[config.mk]
export PLATFORM = sky130hd
export DESIGN_NAME = alu_arbiter
export DESIGN_NICKNAME = d
export VERILOG_FILES = /design/src/rtl/alu_arbiter.sv
export SDC_FILE = /design/constraint.sdc
export NUM_CORES = 1
export LEC_CHECK = 0
export CAP_MARGIN = 20
export CORE_ASPECT_RATIO = 0.75
export CORE_UTILIZATION = 30
export DETAILED_ROUTE_END_ITERATION = 16
export PLACE_DENSITY = 0.75
export REMOVE_ABC_BUFFERS = 1
export SLEW_MARGIN = 20
export SYNTH_ARGS = -nofsm -noshare
export SYNTH_HDL_FRONTEND = slang
export SYNTH_SLANG_ARGS = --single-unit
[constraint.sdc]
create_clock -name clk -period 1.4 [get_ports clk]
set_input_delay 0.14 -clock clk [delete_from_list [all_inputs] [get_ports clk]]
set_output_delay 0.14 -clock clk [all_outputs]
set_load 0.01 [all_outputs]
[src/rtl/alu_arbiter.sv]
// Two-requester front end for a shared combinational ALU: arbitrates, registers
// one operation, captures the ALU result and holds it until the consumer takes it.
module alu_arbiter #(
   parameter int PRIO_FIXED = 0
) (
   input  logic        clk,
   input  logic        reset,
   input  logic        req0_valid,
   output logic        req0_ready,
   input  logic [31:0] req0_a,
   input  logic [31:0] req0_b,
   input  logic [4:0]  req0_shamt,
   input  logic [4:0]  req0_op,
   input  logic        req1_valid,
   output logic        req1_ready,
   input  logic [31:0] req1_a,
   input  logic [31:0] req1_b,
   input  logic [4:0]  req1_shamt,
   input  logic [4:0]  req1_op,
   output logic [31:0] alu_srcA,
   output logic [31:0] alu_srcB,
   output logic [4:0]  alu_shamt,
   output logic [4:0]  alu_op,
   input  logic [31:0] alu_ao,
   input  logic        alu_overflow,
   output logic        rsp_valid,
   input  logic        rsp_ready,
   output logic        rsp_id,
   output logic [31:0] rsp_ao,
   output logic        rsp_ovf,
   output logic        rsp_err
);

   typedef enum logic [1:0] {IDLE, EXEC, RESP} state_t;

   localparam logic [4:0] OP_MAX = 5'b01110;

   state_t      r_state;
   state_t      w_next;
   logic        r_last_grant;
   logic        w_grant;
   logic        w_idle;
   logic        w_xfer;
   logic [31:0] r_a;
   logic [31:0] r_b;
   logic [4:0]  r_shamt;
   logic [4:0]  r_op;
   logic        r_id;
   logic        r_rsp_id;
   logic [31:0] r_rsp_ao;
   logic        r_rsp_ovf;
   logic        r_rsp_err;

   // Grant is only meaningful when the chosen requester is valid.
   always_comb begin
      w_grant = 1'b0;
      if (PRIO_FIXED != 0)
         w_grant = ~req0_valid;
      else if (req0_valid && req1_valid)
         w_grant = ~r_last_grant;
      else
         w_grant = ~req0_valid;
   end

   // Reset gates ready so no handshake is offered while reset is held.
   assign w_idle     = (r_state == IDLE) && reset;
   assign req0_ready = w_idle && req0_valid && !w_grant;
   assign req1_ready = w_idle && req1_valid && w_grant;
   assign w_xfer     = req0_ready || req1_ready;

   always_comb begin
      w_next = r_state;
      case (r_state)
         IDLE:    if (w_xfer) w_next = EXEC;
         EXEC:    w_next = RESP;
         RESP:    if (rsp_ready) w_next = IDLE;
         default: w_next = IDLE;
      endcase
   end

   always_ff @(posedge clk or negedge reset) begin
      if (!reset) begin
         r_state      <= IDLE;
         r_last_grant <= 1'b1;
      end else begin
         r_state <= w_next;
         if (w_xfer) r_last_grant <= w_grant;
      end
   end

   always_ff @(posedge clk or negedge reset) begin
      if (!reset) begin
         r_a     <= '0;
         r_b     <= '0;
         r_shamt <= '0;
         r_op    <= '0;
         r_id    <= 1'b0;
      end else if (w_xfer) begin
         r_a     <= w_grant ? req1_a     : req0_a;
         r_b     <= w_grant ? req1_b     : req0_b;
         r_shamt <= w_grant ? req1_shamt : req0_shamt;
         r_op    <= w_grant ? req1_op    : req0_op;
         r_id    <= w_grant;
      end
   end

   // The ALU settles during EXEC; its result is sampled at the end of that cycle.
   always_ff @(posedge clk or negedge reset) begin
      if (!reset) begin
         r_rsp_id  <= 1'b0;
         r_rsp_ao  <= '0;
         r_rsp_ovf <= 1'b0;
         r_rsp_err <= 1'b0;
      end else if (r_state == EXEC) begin
         r_rsp_id  <= r_id;
         r_rsp_ao  <= alu_ao;
         r_rsp_ovf <= alu_overflow;
         r_rsp_err <= (r_op > OP_MAX);
      end
   end

   assign alu_srcA  = r_a;
   assign alu_srcB  = r_b;
   assign alu_shamt = r_shamt;
   assign alu_op    = r_op;
   assign rsp_valid = (r_state == RESP);
   assign rsp_id    = r_rsp_id;
   assign rsp_ao    = r_rsp_ao;
   assign rsp_ovf   = r_rsp_ovf;
   assign rsp_err   = r_rsp_err;

endmodule

==> impl_summary.txt <==
----------------------------------------------------
[Run status]
  Run status ... finished with violations
  Violations in the final reports ... negative setup slack

[Setup path]
  Top fanout value on the critical path ... 3
  Reg2reg path depth ... 6
  Worst Path Class, Setup ... register to primary output
  Required time of the critical path ... between 1 and 1.5 ns
  Startpoint kind of the worst setup timing path ... register
  Worst r2r src ... r_last_grant
  Worst r2r dst ... alu_srcB[29]
  Delay of the slowest cell on the worst path ... 0.40 ns
  Crit path top cell by count ... nor3b_4
  Critical Path AT ... 1.51 ns
  CP Cell Sequence ... nor3b_4 -> nor3b_4 -> buf_6
  Crit path buffers/inverters ... 1
  Top cell family by delay on the critical path ... simple AND/OR/NAND/NOR gates
  Setup slack on the worst flop-to-flop path ... -0.23 ns
  Endpoint type of the worst setup path ... primary output
  CP max-delay cell ... dfrtp_1

[Route]
  Routed via count ... 4786
  Wire length after detailed routing ... around 20000 um
  DRT antenna net count ... 0
  DRC violation count after routing ... 0
  First DRT Iteration DRCs ... 228
  WL/cell ... roughly 22 um
  DR vias/cell ... between 5 and 6
  First drt pass iteration count ... 7

[Layout]
  Multi-input combinational cell area ... 0.00260 sq mm
  Register area ... roughly 0.0028 sq mm
  Most frequent cells in the layout ... clkdlybuf4s50_1 (184), dfrtp_1 (112), dlygate4sd2_1 (109)
  Leading cell type in the layout, fill and taps excluded ... clkdlybuf4s50_1
  Number of antenna cells inserted ... 0
  Count of nets after finishing ... 873
  Share of final-layout standard cells stronger than drive strength 1 ... 32.1%
  Filler Cell Count ... 1143
  Layout overhead on the synthesized area ... 106%
  Final instance count without filler cells ... around 900

[Timing]
  Sum of negative setup slack ... -15.35 ns
  RSZ-0062 raised after global routing ... yes
  Post-layout min period ... 1.65 ns
  Count of endpoints failing hold in the final timing report ... 0
  Tcrit/Tclk final ... 118%
  Worst clock skew ... around 0.0061 ns
  Worst slew margin ... 42.2%
  Peak Freq ... 604 MHz
  Final worst slack ... -0.254 ns
  Final number of setup-violating endpoints ... roughly 110
  Pin slew with the least headroom to its limit ... between 0.8 and 0.9 ns
  Max-slew violation count ... 0

[Clock network]
  Cell at the root of the clock tree ... clkbuf_16
  TritonCTS buffer count ... 17
  Clock-pin slew on the worst setup and hold paths ... 0.05 ns
  CTS H-tree lvls ... 4
  Clock Tree Buf Depth ... 2
  Clk sink count ... 113
  CTS tree ... yes
  Clock insertion delay at the later pin of the skew report ... 0.41 ns

[Hold path]
  HP Class ... input pin to register
  WHS Path Cells ... 2
  Worst Hold Path EP ... r_state[1]
  Launch instance of the worst min-delay path ... rsp_ready

[Global routing]
  Largest net degree at the start of global routing ... slightly below 70
  Number of global-route vias before repair ... 5321
  Antenna violations before repair ... 0
  Global-route wire length before repair ... 29700 um
  Total global-route track usage ... a little under a quarter
  Grt ovf ... 0

[Die]
  Die Area ... 0.0166 sq mm
  Row count ... 39
  Floorplan Core Area ... approximately 0.015 sq mm
  Die width ... approximately 150 um
  Starting density of the core ... between 30% and 40%
  Number of ports placed on the die boundary ... 298
  Die Y-Extent ... approximately 110 um

[Pwr]
  P_leak ... just over 0.004 uW
  Total power density per cell area ... 1910 mW/mm^2
  Worst IR Drop VDD ... 1110 uV

[Place]
  Port-buffer cells ... about 300
  Placed wire-length estimate after detailed placement ... ~12000 um
  Global placement routability congestion ... 0.771
  Cell count after placement ... around 840

[Synth]
  Synth Cell Area ... 0.00484 sq mm
  Syn. warnings ... 0
  Synth Register Bits ... 113
  Synth Area per Inst ... 13.5 sq um
  Gate count of the mapped netlist ... approximately 360
  Sequential cell area fraction in the yosys report ... 58.5%
  Count of cell types in the netlist ... 23

[Job]
  Max-Cap Viols ... 0

----------------------------------------------------
==> report_power, final <==
| part | switching [uW] | total (uW) | leakage (uW) | internal (uW) |
|---|---|---|---|---|
| sequential | 1100 | 5930 | 0.00125 | 4820 |
| combinational | 3550 | 8660 | 0.00248 | 5110 |
| clock | 1490 | 4420 | 0.000292 | 2920 |
==> logic make-up (layout without fill, tap and decap cells) <==
| logic type | count (synthesis) | in the layout | share of synthesized area, % |
|---|---|---|---|
| buffers and inverters | 46 | 389 | 4.42 |
| muxes | 34 | 34 | 7.92 |
| AOI/OAI and AO/OA | 156 | 156 | 27.9 |
| DFF | 113 | 113 | 58.5 |
| and+or+nand+nor | 8 | 8 | 1.27 |
==> worst max-delay path by stage <==
| stage | from | cells past startpoint | slack, ns | end |
|---|---|---|---|---|
| after global placement | req1_valid | 4 | -0.54 | req1_ready |
| final | r_state[1] | 3 | -0.25 | req0_ready |
| after detailed placement | req0_valid | 6 | -0.63 | alu_srcA[25] |
| after global routing | r_state[1] | 3 | -0.32 | req0_ready |
| after CTS | r_state[0] | 8 | -0.31 | alu_srcB[3] |
| after floorplan | r_state[1] | 2 | -2.33 | r_state[0] |
==> synth_stat cells <==
cell type  number  area share (%)
a21bo_2         1            0.21
a21oi_1         2            0.21
a2bb2oi_1      74              13
a31oi_1         1            0.13
a41oi_1         1            0.18
buf_2          15             1.6
buf_4           5            0.78
clkbuf_1       23             1.8
clkbuf_4        1            0.16
dfrtp_1       112              58
dfstp_2         1            0.54
inv_1           2            0.16
mux2_2         34             7.9
nand2_1         1           0.078
nand2b_1        2            0.26
nor2_1          1           0.078
nor2b_1         1            0.13
nor3b_1         1            0.16
nor3b_4         1            0.39
nor4b_1         1            0.18
o21a_1          1            0.16
o21ai_0         2            0.21
o32ai_1        74              13
==> area by class of cell <==
type,count,area share [%]
sequential,113,28.4
timing repair buffer,355,36.8
inverter,2,0.0754
multi-input combinational,198,26.1
tap,205,2.58
clock buffer,22,4.76
clock inverter,10,1.33
==> what timing repair did <==
item | in CTS | in global routing
hold buffers | 1 | 0
endpoints found under the setup margin | 190 | 114
setup buffers | 14 | 10
cloned | 11 | 4
pin swaps | 3 | 4
hold endpoints to repair | 72 | 0
resized for setup | 231 | 69
==> worst reg2reg max path: cells and delay by family (launching register included) <==
family	cells	cell delay, ns
DFF	1	0.54
buffers and inverters	3	0.50
AOI/OAI and AO/OA	2	0.40
and+or+nand+nor	1	0.06
==> per-stage QoR <==
step                      area (sq um)  setup WS (ns)  total power, uW  hold slack [ns]  utilization [%]
after floorplan                   4630          -2.33             8680           -0.156                -
after global placement            8120         -0.542            13100            0.390             52.5
after detailed placement          8120         -0.632            13300            0.398             52.5
after CTS                         9640         -0.315            18400            0.317             62.3
after global routing              9960         -0.322            19800            0.332             64.4
final                             9960         -0.254            19000            0.328             64.4
==> flip-flops by register name, indices dropped and copies added, names as in the netlist <==
register      cells
r_state           2
rsp_id            1
r_id              1
alu_srcA         32
alu_shamt         5
rsp_ovf           1
alu_srcB         32
rsp_err           1
rsp_ao           32
alu_op            5
r_last_grant      1
==> metal layers <==
layer / wire [um] / up-vias / part of all wire, % / global-route usage [%]
li1: - / 2135 / - / -
met1: 8610 / 2456 / 44 / 30.0
met2: 9730 / 174 / 49 / 39.6
met3: 1090 / 21 / 5.5 / 5.53
met4: 306 / 0 / 1.6 / 7.63
met5: 0 / - / 0 / 0
No activity file was read; power rests on OpenSTA's default activity.
